--- src/rtl/sample_sync_pkg.sv ---
// Shared constants and helpers for the sample strobe synchroniser.
package sample_sync_pkg;

    // Capture edge encoding for edge_sel.
    localparam logic EDGE_FALL = 1'b0;
    localparam logic EDGE_RISE = 1'b1;

    // Legal synchroniser depth range.
    localparam int unsigned SYNC_STAGES_MIN = 2;
    localparam int unsigned SYNC_STAGES_MAX = 4;

    // Overrun counter width.
    localparam int unsigned OVR_CNT_W = 8;

    typedef logic [OVR_CNT_W-1:0] ovr_cnt_t;

    // Saturating increment for the overrun counter.
    function automatic ovr_cnt_t ovr_cnt_inc(input ovr_cnt_t v);
        return (v == '1) ? v : v + 1'b1;
    endfunction

endpackage

--- src/rtl/sample_strobe_sync_if.sv ---
// Capture-side bus of sample_strobe_sync: tick input, channel data and the
// valid/ready/overrun output handshake.
interface sample_strobe_sync_if #(
    parameter int unsigned WIDTH    = 12,
    parameter int unsigned CHANNELS = 2
);
    logic                                tick_async;
    logic                                edge_sel;
    logic [CHANNELS-1:0]                 ch_en;
    logic [CHANNELS*WIDTH-1:0]           datain;
    logic [CHANNELS*WIDTH-1:0]           dataout;
    logic                                dout_valid;
    logic                                dout_ready;
    logic                                overrun;
    logic [sample_sync_pkg::OVR_CNT_W-1:0] overrun_cnt;

    // Capture block side: drives the held word and status.
    modport master (
        input  tick_async,
        input  edge_sel,
        input  ch_en,
        input  datain,
        input  dout_ready,
        output dataout,
        output dout_valid,
        output overrun,
        output overrun_cnt
    );

    // Producer/consumer side.
    modport slave (
        output tick_async,
        output edge_sel,
        output ch_en,
        output datain,
        output dout_ready,
        input  dataout,
        input  dout_valid,
        input  overrun,
        input  overrun_cnt
    );
endinterface

--- src/rtl/bit_sync_chain.sv ---
// Single-bit asynchronous-input synchroniser: STAGES flops, async reset to 0.
module bit_sync_chain #(
    parameter int unsigned STAGES = 2
) (
    input  logic clk,
    input  logic reset,
    input  logic d,
    output logic q
);
    logic [STAGES-1:0] sync_q;

    // Shift the asynchronous input through the flop chain.
    always_ff @(posedge clk or posedge reset) begin
        if (reset) begin
            sync_q <= '0;
        end else begin
            sync_q <= {sync_q[STAGES-2:0], d};
        end
    end

    assign q = sync_q[STAGES-1];
endmodule

--- src/rtl/sample_strobe_sync.sv ---
// Sample strobe synchroniser: syncs tick_async, edge-detects it and captures
// the enabled channels of datain into a held word with valid/ready and
// overrun reporting. Define SAMPLE_SYNC_OVERRUN_CNT_EN to build the
// saturating overrun counter; otherwise overrun_cnt is tied to 0.
module sample_strobe_sync
    import sample_sync_pkg::*;
#(
    parameter int unsigned WIDTH       = 12,
    parameter int unsigned CHANNELS    = 2,
    parameter int unsigned SYNC_STAGES = 2
) (
    input logic               clk,
    input logic               reset,
    sample_strobe_sync_if.master bus
);
    localparam int unsigned ARM_MAX = SYNC_STAGES + 1;
    localparam int unsigned ARM_W   = $clog2(ARM_MAX + 1);

    if (SYNC_STAGES < SYNC_STAGES_MIN || SYNC_STAGES > SYNC_STAGES_MAX) begin : g_bad_stages
        $error("sample_strobe_sync: SYNC_STAGES must be in 2..4");
    end

    logic                      tick_s;
    logic                      tick_p_q;
    logic [ARM_W-1:0]          arm_q;
    logic                      armed;
    logic                      sel_edge;
    logic                      cap;
    logic [CHANNELS*WIDTH-1:0] din_q;
    logic [CHANNELS*WIDTH-1:0] dout_q, dout_d;
    logic                      valid_q, valid_d;
    logic                      ovr_q, ovr_d;

    bit_sync_chain #(
        .STAGES (SYNC_STAGES)
    ) u_tick_sync (
        .clk   (clk),
        .reset (reset),
        .d     (bus.tick_async),
        .q     (tick_s)
    );

    // Arming keeps a tick that is already high at reset release from
    // looking like a fresh rising edge.
    assign armed = (arm_q == ARM_W'(ARM_MAX));

    // Select the capture edge and gate it with the arming state.
    always_comb begin
        sel_edge = 1'b0;
        unique case (bus.edge_sel)
            EDGE_RISE: sel_edge = tick_s & ~tick_p_q;
            EDGE_FALL: sel_edge = ~tick_s & tick_p_q;
        endcase
        cap = sel_edge & armed;
    end

    // Next-state for held word, valid and overrun; capture beats accept.
    always_comb begin
        dout_d = dout_q;
        if (cap) begin
            for (int unsigned c = 0; c < CHANNELS; c++) begin
                if (bus.ch_en[c]) begin
                    dout_d[c*WIDTH +: WIDTH] = din_q[c*WIDTH +: WIDTH];
                end
            end
        end
        if (cap) begin
            valid_d = 1'b1;
        end else if (valid_q && bus.dout_ready) begin
            valid_d = 1'b0;
        end else begin
            valid_d = valid_q;
        end
        ovr_d = cap & valid_q & ~bus.dout_ready;
    end

    // Datapath and handshake state.
    always_ff @(posedge clk or posedge reset) begin
        if (reset) begin
            tick_p_q <= 1'b0;
            arm_q    <= '0;
            din_q    <= '0;
            dout_q   <= '0;
            valid_q  <= 1'b0;
            ovr_q    <= 1'b0;
        end else begin
            tick_p_q <= tick_s;
            arm_q    <= armed ? arm_q : arm_q + 1'b1;
            din_q    <= bus.datain;
            dout_q   <= dout_d;
            valid_q  <= valid_d;
            ovr_q    <= ovr_d;
        end
    end

    assign bus.dataout    = dout_q;
    assign bus.dout_valid = valid_q;
    assign bus.overrun    = ovr_q;

`ifdef SAMPLE_SYNC_OVERRUN_CNT_EN
    ovr_cnt_t ovr_cnt_q;

    // Saturating count of overrun pulses, cleared only by reset.
    always_ff @(posedge clk or posedge reset) begin
        if (reset) begin
            ovr_cnt_q <= '0;
        end else if (ovr_d) begin
            ovr_cnt_q <= ovr_cnt_inc(ovr_cnt_q);
        end
    end

    assign bus.overrun_cnt = ovr_cnt_q;
`else
    assign bus.overrun_cnt = '0;
`endif
endmodule

--- src/flat_wrapper.sv ---
// flat-port wrapper written by rule: the top's interface ports become plain ports
module sample_strobe_sync_flat import sample_sync_pkg::*;
#(
    parameter int unsigned WIDTH       = 12,
    parameter int unsigned CHANNELS    = 2,
    parameter int unsigned SYNC_STAGES = 2
)
  (clk, reset, bus_tick_async, bus_edge_sel, bus_ch_en, bus_datain, bus_dout_ready, bus_dataout, bus_dout_valid, bus_overrun, bus_overrun_cnt);
  sample_strobe_sync_if #(.WIDTH(WIDTH), .CHANNELS(CHANNELS)) bus_i ();
  input logic clk;
  input logic reset;
  input wire logic [$bits(bus_i.tick_async)-1:0] bus_tick_async;
  input wire logic [$bits(bus_i.edge_sel)-1:0] bus_edge_sel;
  input wire logic [$bits(bus_i.ch_en)-1:0] bus_ch_en;
  input wire logic [$bits(bus_i.datain)-1:0] bus_datain;
  input wire logic [$bits(bus_i.dout_ready)-1:0] bus_dout_ready;
  output wire logic [$bits(bus_i.dataout)-1:0] bus_dataout;
  output wire logic [$bits(bus_i.dout_valid)-1:0] bus_dout_valid;
  output wire logic [$bits(bus_i.overrun)-1:0] bus_overrun;
  output wire logic [$bits(bus_i.overrun_cnt)-1:0] bus_overrun_cnt;
  assign bus_i.tick_async = bus_tick_async;
  assign bus_i.edge_sel = bus_edge_sel;
  assign bus_i.ch_en = bus_ch_en;
  assign bus_i.datain = bus_datain;
  assign bus_i.dout_ready = bus_dout_ready;
  assign bus_dataout = bus_i.dataout;
  assign bus_dout_valid = bus_i.dout_valid;
  assign bus_overrun = bus_i.overrun;
  assign bus_overrun_cnt = bus_i.overrun_cnt;
  sample_strobe_sync #(.WIDTH(WIDTH), .CHANNELS(CHANNELS), .SYNC_STAGES(SYNC_STAGES)) u_core (.clk(clk), .reset(reset), .bus(bus_i));
endmodule
--- config.mk ---
export PLATFORM = sky130hd
export DESIGN_NAME = sample_strobe_sync_flat
export DESIGN_NICKNAME = d
export VERILOG_FILES = /design/src/rtl/sample_sync_pkg.sv /design/src/rtl/sample_strobe_sync_if.sv /design/src/rtl/bit_sync_chain.sv /design/src/rtl/sample_strobe_sync.sv /design/src/flat_wrapper.sv
export SDC_FILE = /design/constraint.sdc
export NUM_CORES = 1
export LEC_CHECK = 0
export ABC_AREA = 1
export ABC_CLOCK_PERIOD_IN_PS = 1900
export CAP_MARGIN = 0
export CORE_MARGIN = 2
export CORE_UTILIZATION = 47
export CTS_BUF_LIST = sky130_fd_sc_hd__clkbuf_4
export DETAILED_ROUTE_END_ITERATION = 8
export GPL_TIMING_DRIVEN = 0
export PLACE_DENSITY = 0.88
export SLEW_MARGIN = 10
export SYNTH_ARGS = -nofsm -noshare
export SYNTH_HDL_FRONTEND = slang
export SYNTH_SLANG_ARGS = --single-unit
--- constraint.sdc ---
create_clock -name clk -period 1.9 [get_ports clk]
set_input_delay 0.38 -clock clk [delete_from_list [all_inputs] [get_ports clk]]
set_output_delay 0.38 -clock clk [all_outputs]
set_load 0.01 [all_outputs]
# Word-level counts from Yosys, hierarchy flattened
# Cells that the tools add are included.
[classes] n_bitwise=9 eq_ne=1 add_sub_neg=1 muxes=3 n_reduce_logical=4
[ops] cell="1-bit AND" n=5
[ops] cell="1-bit NOT" n=4
[ops] cell="2-bit AND reduction" n=2
[ops] cell="2-bit by 1-bit adder with 2-bit output (second input constant)" n=1
[ops] cell="2-bit == test (second input constant)" n=1
[ops] cell="1-bit 2-to-1 mux" n=2
[ops] cell="1-bit one-hot mux with 2 select lines" n=1
[ops] cell="2-bit nonzero test" n=1
[ops] cell="1-bit logical AND" n=1
[word_totals] register_bits=55 output_inout_bits=34

# Logic depth before layout (Yosys ltp)
# Gate-level depths: netlist of the first run.
[logic_depth] depth_word=6 depth_mapped=7 mapped_depth_nobuf=6

# Cells and area by module
# From an unflattened synthesis of the first run, not the netlist that was laid out.
[unflattened] hier_cells=163 area_unflattened_um2=1960.6
[by_module_without_submodules] mod="sample_strobe_sync" area_each_um2=1906.8 seq_area_each_um2=1326.3 instances=1 cells_each=160
[by_module_without_submodules] mod="bit_sync_chain" area_each_um2=53.8 seq_area_each_um2=50.0 instances=1 cells_each=3

# Worst setup path before layout of the first run
# OpenSTA, ideal clock, no wires.
[synth_timing] path_type="flip-flop to flip-flop" from="register u_core.arm_q[0]" to="register u_core.dout_q[12] (netlist: u_core.bus.dataout[12])" setup_slack_ps=684 t_arrival_ps=1150 synth_period_minus_slack_ps=1216 required_time_ps=1835 setup_ps=65 stages_incl_launch_ff=7 cell_sequence="dfrtp_1 -> ha_1 -> inv_2 -> a21oi_4 -> buf_6 -> nand4_1 -> nand2_1"
[synth_via] elab_chain_cells=3
[synth_lines] element="from (decl)" line_no="sample_strobe_sync.sv:25" source="logic [ARM_W-1:0] arm_q;"
[synth_lines] element="from (signal assigned)" line_no="sample_strobe_sync.sv:88" source="arm_q <= armed ? arm_q : arm_q + 1'b1;"
[synth_lines] element="2-bit == test" line_no="sample_strobe_sync.sv:45" source="assign armed = (arm_q == ARM_W'(ARM_MAX));"
[synth_lines] element="1-bit AND" line_no="sample_strobe_sync.sv:54" source="cap = sel_edge & armed;"
[synth_lines] element="2-bit AND reduction (no line)"
[synth_lines] element="to (signal assigned)" line_no="sample_strobe_sync.sv:90" source="dout_q <= dout_d;"
[synth_lines] element="to (decl)" line_no="sample_strobe_sync.sv:30" source="logic [CHANNELS*WIDTH-1:0] dout_q, dout_d;"
# Every way passes these cells.
# A chain may end at the register's enable or synchronous reset.

# Worst setup path in the final report of the first run
[layout_timing] from="register u_core.dout_q[23] (netlist: u_core.bus.dataout[23])" to="output port bus_dataout[23]"
[layout_lines] element="to (decl)" line_no="flat_wrapper.sv:17" source="output wire logic [$bits(bus_i.dataout)-1:0] bus_dataout;"
# No word-level cell between the ends.

==> run_results.csv, run 1 <==
group,metric,value,unit
worst_setup_path,cp_top_family,"buffers and inverters",
outcome,outcome,"completed",
timing,tns,0,ns
clock_tree,clock_latency,0.38,ns
worst_setup_path,cp-end-kind,"output port",
clock_tree,cts_resized,0,
logic_synthesis,netlist_area,1957,sq um
worst_hold_path,min_path_type,"in -> async",
logic_synthesis,synth_fa_ha_area_share,0.6394,%
die,ios,65,
grt,antenna_found_initial,0,
power_and_ir_drop,finalPower,2.437,mW
logic_synthesis,ys_seq_elements,55,
layout,syn_to_final_growth,38.04,%
clock_tree,cts_setup_buffers,0,
die,core-area,4000,sq um
logic_synthesis,avgSynthCellArea,12.08,sq um
timing,worst_pin_slew,0.5228,ns
worst_setup_path,arrival,1.34,ns
power_and_ir_drop,max-vdd-ir-drop,0.0007128,V
placed_design,gp_congestion,0.6874,
worst_setup_path,cpPeakStageDelay,0.57,ns
die,die-area,4696,sq um
logic_synthesis,ys_seq_area_share,70.33,%
worst_setup_path,critPathSlowestCell,"clkdlybuf4s50_1",
die,die_h,68.53,microns
logic_synthesis,synth_top_family_by_area,"simple AND/OR/NAND/NOR gates",
clock_tree,cts.sinks,55,
clock_tree,cts_hold_buf,0,
worst_setup_path,crit_cells,1,
drt,ant_nets,0,
clock_tree,clockBufferDepth,2,
logic_synthesis,synth_cells,162,
drt,routed_wl,3.877,mm
grt,first_global_vias,1265,
layout,layout.nets,265,
logic_synthesis,synth_xor_area_share,0.4476,%
timing,slew_violations,0,
die,rows,23,
logic_synthesis,synthTopCellsByArea,"dfrtp_1 (70%), nand2_1 (10%), nand4_1 (7.7%)",
worst_setup_path,worstReg2RegStart,"u_core.arm_q[0]",
run,drv_cap,0,
layout,fin_cells,283,
worst_setup_path,cp.required,1.52,ns
worst_setup_path,startpoint_type,"flip-flop",
logic_synthesis,ys_warn_count,0,
placed_design,dp_hpwl,2.904,mm
clock_tree,cts_inserted_buffers,5,
die,start_util,48.92,%
grt,grt_pass1_wl,5.906,mm
layout,layout_commonest_cell,"clkdlybuf4s50_1",
timing,slew_headroom,65.09,%
drt,vias_per_cell,4.809,
drt,dr_total_vias,1361,
grt,grt_max_degree,32,
worst_setup_path,path_buf_inv,1,
logic_synthesis,synthSimpleGateAreaFrac,19.57,%
timing,finClkSkew,0.01760,ns
power_and_ir_drop,power_density,902.0,nW/um^2
worst_setup_path,startpoint,"u_core.bus.dataout[23]",
worst_setup_path,reg2reg_slack,0.46,ns
worst_setup_path,crit_path_end,"bus_dataout[23]",
logic_synthesis,muxShareOfSynthArea,0,%
placed_design,numPortBuffers,56,
drt,drt_iter0_markers,108,
logic_synthesis,synth_compound_area_share,2.046,%
clock_tree,cts_tree,"yes",
drt,wire_per_inst,13.70,microns
placed_design,dp.cells,276,
worst_setup_path,worstRegToRegCells,6,
clock_tree,root_buffer,"clkbuf_4",
timing,setup_viol,0,
timing,rsz0062_at_grt,"false",
timing,fmaxAchievable,0.5806,GHz
timing,period_minus_slack,1.722,ns
worst_setup_path,crit_fanout,2,
worst_setup_path,critPathKind,"reg -> out",
logic_synthesis,synth_area_leader_cell,"dfrtp_1",
clock_tree,htreeDepth,2,
layout,final_cell_mix,"clkdlybuf4s50_1 (56), dfrtp_1 (55), nand2_1 (54)",
placed_design,place_area,2626,sq um
logic_synthesis,synth.distinct_cells,17,
timing,finalCritPeriodShare,90.65,%
drt,dr.pass1.iters,4,
power_and_ir_drop,p_leak,1.286,nW
drt,drcViolationCount,0,
grt,gr-usage-all-layers,18.14,%
logic_synthesis,synth_top_area_share,70.33,%
layout,drive_gt1_share,12.88,%
layout,fillCellCount,310,
clock_tree,clk_pin_slew,0.15,ns
worst_setup_path,crit_path_cell_trace,"clkdlybuf4s50_1",
grt,overflow,0,
die,die_w,68.53,microns
layout,post-route-cell-area,2701,sq um
timing,finalHoldViolations,0,
layout,antenna_cells,0,
worst_setup_path,worstReg2RegEnd,"u_core.bus.dataout[11]",
-- sequential cells by signal, indices dropped and copies added (netlist names) --
| register | flops |
|---|---|
| u_core.bus.dataout | 24 |
| u_core.arm_q | 2 |
| u_core.bus.dout_valid | 1 |
| u_core.tick_p_q | 1 |
| u_core.bus.overrun | 1 |
| u_core.u_tick_sync.sync_q | 2 |
| u_core.din_q | 24 |
-- cells in the mapped netlist, drive strengths merged --
library cell	number
inv	4
nand4	26
a21oi	1
nand2	54
o21ai	1
ha	1
buf	14
nor3	1
dfrtp	55
xnor2	1
conb	1
o21bai	1
clkbuf	2
-- kinds of logic after synthesis --
group / Yosys count
adder cells (fa/ha/maj): 1
XOR/XNOR: 1
AND/OR/NAND/NOR: 81
flip-flops: 55
AO/OA/AOI/OAI: 3
buffers and inverters: 20
other: 1
-- metal layers --
metal | track usage, % | share of wire [%] | up-vias
met3 | 5.519 | 5.3 | 10
met5 | 0 | 0 | -
met4 | 8.250 | 2.1 | 0
met2 | 31.97 | 56 | 51
li1 | - | - | 660
met1 | 19.98 | 37 | 640
-- area by class of cell --
type	count	area, sq um	area share [%]
flip-flops and latches	55	1376	50.95
repair buffers	57	580.6	21.49
multi-input cells	94	474.2	17.55
plain buffers	16	117.6	4.354
well taps	50	62.56	2.316
clock buffers	5	37.54	1.390
clock inverters	2	37.54	1.390
inverters	4	15.01	0.5558
-- power breakdown --
part,switching (mW),internal [mW]
Sequential,0.0586,1.29
Clock,0.335,0.270
Combinational,0.214,0.273
-- through the flow --
step	util [%]	hold WS, ns	setup slack (ns)
2_1_floorplan	-	0.3312	0.1771
3_3_place_gp	65.15	0.3312	-0.6630
3_5_place_dp	65.66	0.3449	0.1211
4_1_cts	67.53	0.3405	0.1490
5_1_grt	67.53	0.3957	0.1231
6_report	67.53	0.3407	0.1777
-- worst min-delay path by stage --
| stage | startpoint | end | depth (start not counted) |
|---|---|---|---|
| 5_1_grt | reset | u_core.bus.overrun | 2 |
| 3_3_place_gp | u_core.u_tick_sync.sync_q[0] | u_core.u_tick_sync.sync_q[1] | 0 |
| 2_1_floorplan | u_core.u_tick_sync.sync_q[0] | u_core.u_tick_sync.sync_q[1] | 0 |
| 6_report | reset | u_core.bus.dataout[2] | 2 |
| 4_1_cts | reset | u_core.bus.dataout[21] | 2 |
| 3_5_place_dp | u_core.u_tick_sync.sync_q[0] | u_core.u_tick_sync.sync_q[1] | 0 |
Power figures use the tool's default switching activity.
==> run 2, diff against run 1 <==
CORE_ASPECT_RATIO = 0.75   (was not set)
==> run 2 against run 1 <==
  * Critical path type unchanged
  * Via count down 2.4%
  * Clock-buffer cell count rose by 1
  * Largest power group unchanged
  * First-iteration DRC count decreased by 57%
  * Combinational power about the same
==> run_results.csv, run 2 (synthesized netlist as in run 1, its figures left out) <==
group,metric,value,unit
outcome,outcome,"completed",
worst_setup_path,startpoint_type,"flip-flop",
worst_setup_path,crit_path_cell_trace,"clkdlybuf4s50_1",
worst_setup_path,cpPeakStageDelay,0.55,ns
timing,whs,0.3705,ns
clock_tree,clock_latency,0.35,ns
timing,layout_setup_ws,0.2273,ns
drt,ant_nets,0,
timing,fmaxAchievable,0.5978,GHz
clock_tree,root_buffer,"clkbuf_4",
die,die_w,78.51,microns
run,drv_cap,0,
grt,overflow,0,
clock_tree,cts_tree,"yes",
worst_setup_path,crit_fanout,2,
worst_setup_path,critPathKind,"reg -> out",
clock_tree,cts_setup_buffers,0,
clock_tree,cts_inserted_buffers,5,
layout,fin_util,66.77,%
worst_hold_path,min_path_type,"in -> async",
drt,dr_total_vias,1328,
placed_design,place_area,2633,sq um
worst_setup_path,arrival,1.29,ns
worst_setup_path,cp_top_family,"buffers and inverters",
drt,vias_per_cell,4.595,
worst_setup_path,cp-end-kind,"output port",
clock_tree,cts.sinks,55,
timing,finalHoldViolations,0,
die,rows,20,
placed_design,gp_congestion,0.7133,
power_and_ir_drop,p_leak,1.280,nW
placed_design,dp_slack,0.1268,ns
grt,antenna_found_initial,0,
power_and_ir_drop,power_density,860.9,nW/um^2
layout,antenna_cells,0,
layout,post-route-cell-area,2690,sq um
worst_setup_path,path_buf_inv,1,
clock_tree,cts_resized,0,
layout,drive_gt1_share,13.25,%
timing,worst_pin_slew,0.5594,ns
clock_tree,htreeDepth,2,
placed_design,numPortBuffers,56,
power_and_ir_drop,max-vdd-ir-drop,0.0005172,V
drt,dr.pass1.iters,4,
die,ios,65,
timing,setup_viol,0,
worst_setup_path,cp.required,1.52,ns
timing,slew_violations,0,
timing,finalCritPeriodShare,88.04,%
worst_setup_path,critPathSlowestCell,"clkdlybuf4s50_1",
layout,layout_commonest_cell,"clkdlybuf4s50_1",
grt,grt_pass1_wl,5.671,mm
drt,drcViolationCount,0,
grt,gr-usage-all-layers,16.38,%
die,start_util,48.57,%
layout,layout.nets,265,
drt,drt_iter0_markers,46,
grt,grt_max_degree,30,
timing,period_minus_slack,1.673,ns
layout,syn_to_final_growth,37.47,%
timing,slew_headroom,62.65,%
clock_tree,clk_pin_slew,0.14,ns
placed_design,dp_hpwl,2.739,mm
timing,finClkSkew,0.009532,ns
die,core-area,4029,sq um
drt,routed_wl,3.534,mm
clock_tree,clockBufferDepth,2,
die,die_h,59.88,microns
layout,final_cell_mix,"clkdlybuf4s50_1 (56), dfrtp_1 (55), nand2_1 (54)",
timing,rsz0062_at_grt,"false",
drt,wire_per_inst,12.23,microns
grt,first_global_vias,1255,
clock_tree,cts_hold_buf,0,
power_and_ir_drop,finalPower,2.316,mW
die,die-area,4701,sq um
run 2: cell types whose count changed in the layout (fill, tap and decap cells not counted):
| cell | delta |
|---|---|
| clkbuf_4 | +1 |
| bufinv_16 | -1 |
| clkinv_2 | +1 |
run 2: final timing paths:
kind	from	to	slack (ns)	cells past startpoint
min	reset	u_core.din_q[7]	0.37	2
max	u_core.bus.dataout[10]	bus_dataout[10]	0.23	1
min reg2reg	u_core.u_tick_sync.sync_q[0]	u_core.u_tick_sync.sync_q[1]	0.38	0
max in group asynchronous	reset	u_core.bus.overrun	0.98	3
max reg2reg	u_core.arm_q[0]	u_core.bus.dataout[11]	0.48	6
min in group clk	u_core.u_tick_sync.sync_q[0]	u_core.u_tick_sync.sync_q[1]	0.38	0
run 2: metrics by stage:
step | std cells | setup TNS, ns
after global placement | 280 | -37.38
after CTS | 289 | 0
after global routing | 289 | 0
after detailed placement | 281 | 0
after floorplan | 169 | 0
final | 289 | 0
run 2: where the power goes:
| group | switching (mW) | internal (mW) |
|---|---|---|
| Clock | 0.331 | 0.158 |
| Sequential | 0.0557 | 1.29 |
| Combinational | 0.211 | 0.273 |
| Total | 0.598 | 1.72 |
run 2: per-layer routing:
metal / up-vias / track usage (%) / share of wire, %
li1: 661 / - / -
met1: 617 / 19.72 / 43
met2: 45 / 28.57 / 49
met3: 5 / 5.589 / 7.0
met4: 0 / 4.762 / 0.88
met5: - / 0 / 0
run 2: final cells by class:
cell class | instances | area (sq um)
well taps | 55 | 68.82
multi-input cells | 94 | 474.2
fillers | 335 | 1339
inverters | 4 | 15.01
flip-flops and latches | 55 | 1376
clock buffers | 6 | 45.04
repair buffers | 57 | 580.6
plain buffers | 16 | 117.6
clock inverters | 2 | 12.51
==> run 3, diff against run 2 <==
CELL_PAD_IN_SITES_DETAIL_PLACEMENT = 0   (was not set)
CELL_PAD_IN_SITES_GLOBAL_PLACEMENT = 1   (was not set)
CORE_UTILIZATION = 36   (was 47)
PLACE_DENSITY = 0.87   (was 0.88)
==> run 3 against run 2 <==
  * Register-to-register slack got worse by 0.03 ns
  * Clock power increased by 3%
  * Maximum frequency down 1.6%
  * Via count grew 1.4%
  * Cell area up 0.93%
  * Hold slack worse by 0.085 ns
  * Sequential share of layout area decreased by 0.47 points
  * Die area up 29%
  * Cell count rose by 6.9%
  * First-iteration DRC count is 91% higher
  * Wire length grew 9.2%
  * Highest routed layer unchanged
==> run_results.csv, run 3 (synthesized netlist as in run 1, its figures left out) <==
group,metric,value,unit
outcome,outcome,"completed",
grt,gr-usage-all-layers,14.04,%
worst_setup_path,reg2reg_slack,0.45,ns
worst_setup_path,worstRegToRegCells,6,
timing,rsz0062_at_grt,"false",
clock_tree,cts_inserted_buffers,5,
power_and_ir_drop,max-vdd-ir-drop,0.0002848,V
worst_hold_path,min_path_type,"in -> async",
timing,layout_setup_ws,0.1998,ns
grt,first_global_vias,1247,
drt,drt_iter0_markers,88,
layout,final_cell_mix,"clkdlybuf4s50_1 (56), dfrtp_1 (55), nand2_1 (54)",
worst_setup_path,path_buf_inv,1,
timing,tns,0,ns
clock_tree,cts_setup_buffers,0,
clock_tree,cts_tree,"yes",
grt,grt_pass1_wl,6.182,mm
power_and_ir_drop,power_density,857.2,nW/um^2
drt,dr_total_vias,1346,
grt,grt_max_degree,38,
worst_setup_path,worstReg2RegStart,"u_core.arm_q[0]",
power_and_ir_drop,p_clk_share,21.6,%
layout,layout.nets,265,
worst_setup_path,crit_fanout,2,
die,start_util,36.96,%
timing,fmaxAchievable,0.5882,GHz
clock_tree,cts_hold_buf,0,
placed_design,gp_congestion,0.6761,
timing,period_minus_slack,1.700,ns
placed_design,dp_slack,0.06954,ns
timing,finClkSkew,0.01994,ns
die,ios,65,
timing,slew_violations,0,
worst_setup_path,startpoint_type,"flip-flop",
die,rows,23,
worst_setup_path,crit_path_cell_trace,"clkdlybuf4s50_1",
timing,whs,0.2851,ns
drt,drcViolationCount,0,
drt,routed_wl,3.860,mm
die,die_h,67.85,microns
worst_setup_path,critPathKind,"reg -> out",
layout,post-route-cell-area,2715,sq um
run,drv_cap,0,
drt,ant_nets,0,
worst_setup_path,cp.required,1.52,ns
drt,wire_per_inst,12.49,microns
grt,antenna_found_initial,0,
layout,drive_gt1_share,12.82,%
worst_setup_path,critPathSlowestCell,"clkdlybuf4s50_1",
power_and_ir_drop,swShare,26.85,%
timing,finalCritPeriodShare,89.48,%
layout,antenna_cells,0,
timing,setup_viol,0,
die,die-area,6048,sq um
placed_design,dp_hpwl,2.773,mm
worst_setup_path,cp_top_family,"buffers and inverters",
clock_tree,cts_resized,0,
power_and_ir_drop,power_frac_seq,57.7,%
layout,fin_cells,309,
layout,syn_to_final_growth,38.75,%
layout,fin_util,51.28,%
power_and_ir_drop,pwr-share-comb,20.7,%
clock_tree,htreeDepth,2,
power_and_ir_drop,p_sw,0.6248,mW
clock_tree,root_buffer,"clkbuf_4",
layout,layout_commonest_cell,"clkdlybuf4s50_1",
power_and_ir_drop,intPower,1.703,mW
placed_design,place_area,2658,sq um
die,die_w,89.14,microns
drt,dr.pass1.iters,4,
drt,vias_per_cell,4.356,
worst_setup_path,arrival,1.32,ns
grt,overflow,0,
clock_tree,clk_pin_slew,0.16,ns
timing,finalHoldViolations,0,
power_and_ir_drop,finalPower,2.328,mW
placed_design,numPortBuffers,56,
worst_setup_path,worstReg2RegEnd,"u_core.bus.dataout[10]",
clock_tree,cts.sinks,55,
worst_setup_path,cp-end-kind,"output port",
placed_design,dp.cells,301,
clock_tree,clock_latency,0.38,ns
power_and_ir_drop,p_leak,1.277,nW
clock_tree,clockBufferDepth,2,
worst_setup_path,cpPeakStageDelay,0.54,ns
die,core-area,5295,sq um
-- run 3: area by class of cell --
type                            instances  area, sq um
Inverter                                4        15.01
Clock buffer                            5        37.54
Timing Repair Buffer                   57        580.6
Multi-Input combinational cell         94        474.2
Fill cell                             513         2580
Sequential cell                        55         1376
Buffer                                 16        117.6
Clock inverter                          3        20.02
Tap cell                               75        93.84
-- run 3: layer usage --
layer / global-route usage (%) / vias up / part of all wire, % / routed length, microns
met2: 21.94 / 44 / 48 / 1851
met4: 4.478 / 0 / 1.3 / 51
met1: 19.28 / 628 / 45 / 1740
met5: 0 / - / 0 / 0
met3: 3.739 / 7 / 5.6 / 216
li1: - / 667 / - / -
-- run 3: power by group through the flow --
stage	Sequential [mW]	Clock, mW	Combinational (mW)
floorplan	1.41	0	0.156
global placement	1.37	0	0.476
detailed placement	1.37	0	0.490
CTS	1.35	0.524	0.491
global route	1.36	0.581	0.532
finish	1.34	0.502	0.482
-- run 3: how the worst max path moves through the flow --
| stage | end | slack, ns | depth (start not counted) | from |
|---|---|---|---|---|
| after floorplan | u_core.arm_q[0] | 0.18 | 1 | reset |
| after global placement | u_core.din_q[14] | -0.83 | 2 | reset |
| after detailed placement | u_core.bus.dataout[18] | 0.07 | 6 | bus_edge_sel |
| after CTS | bus_dataout[0] | 0.19 | 1 | u_core.bus.dataout[0] |
| after global routing | bus_dataout[21] | 0.11 | 1 | u_core.bus.dataout[21] |
| final | bus_dataout[21] | 0.20 | 1 | u_core.bus.dataout[21] |
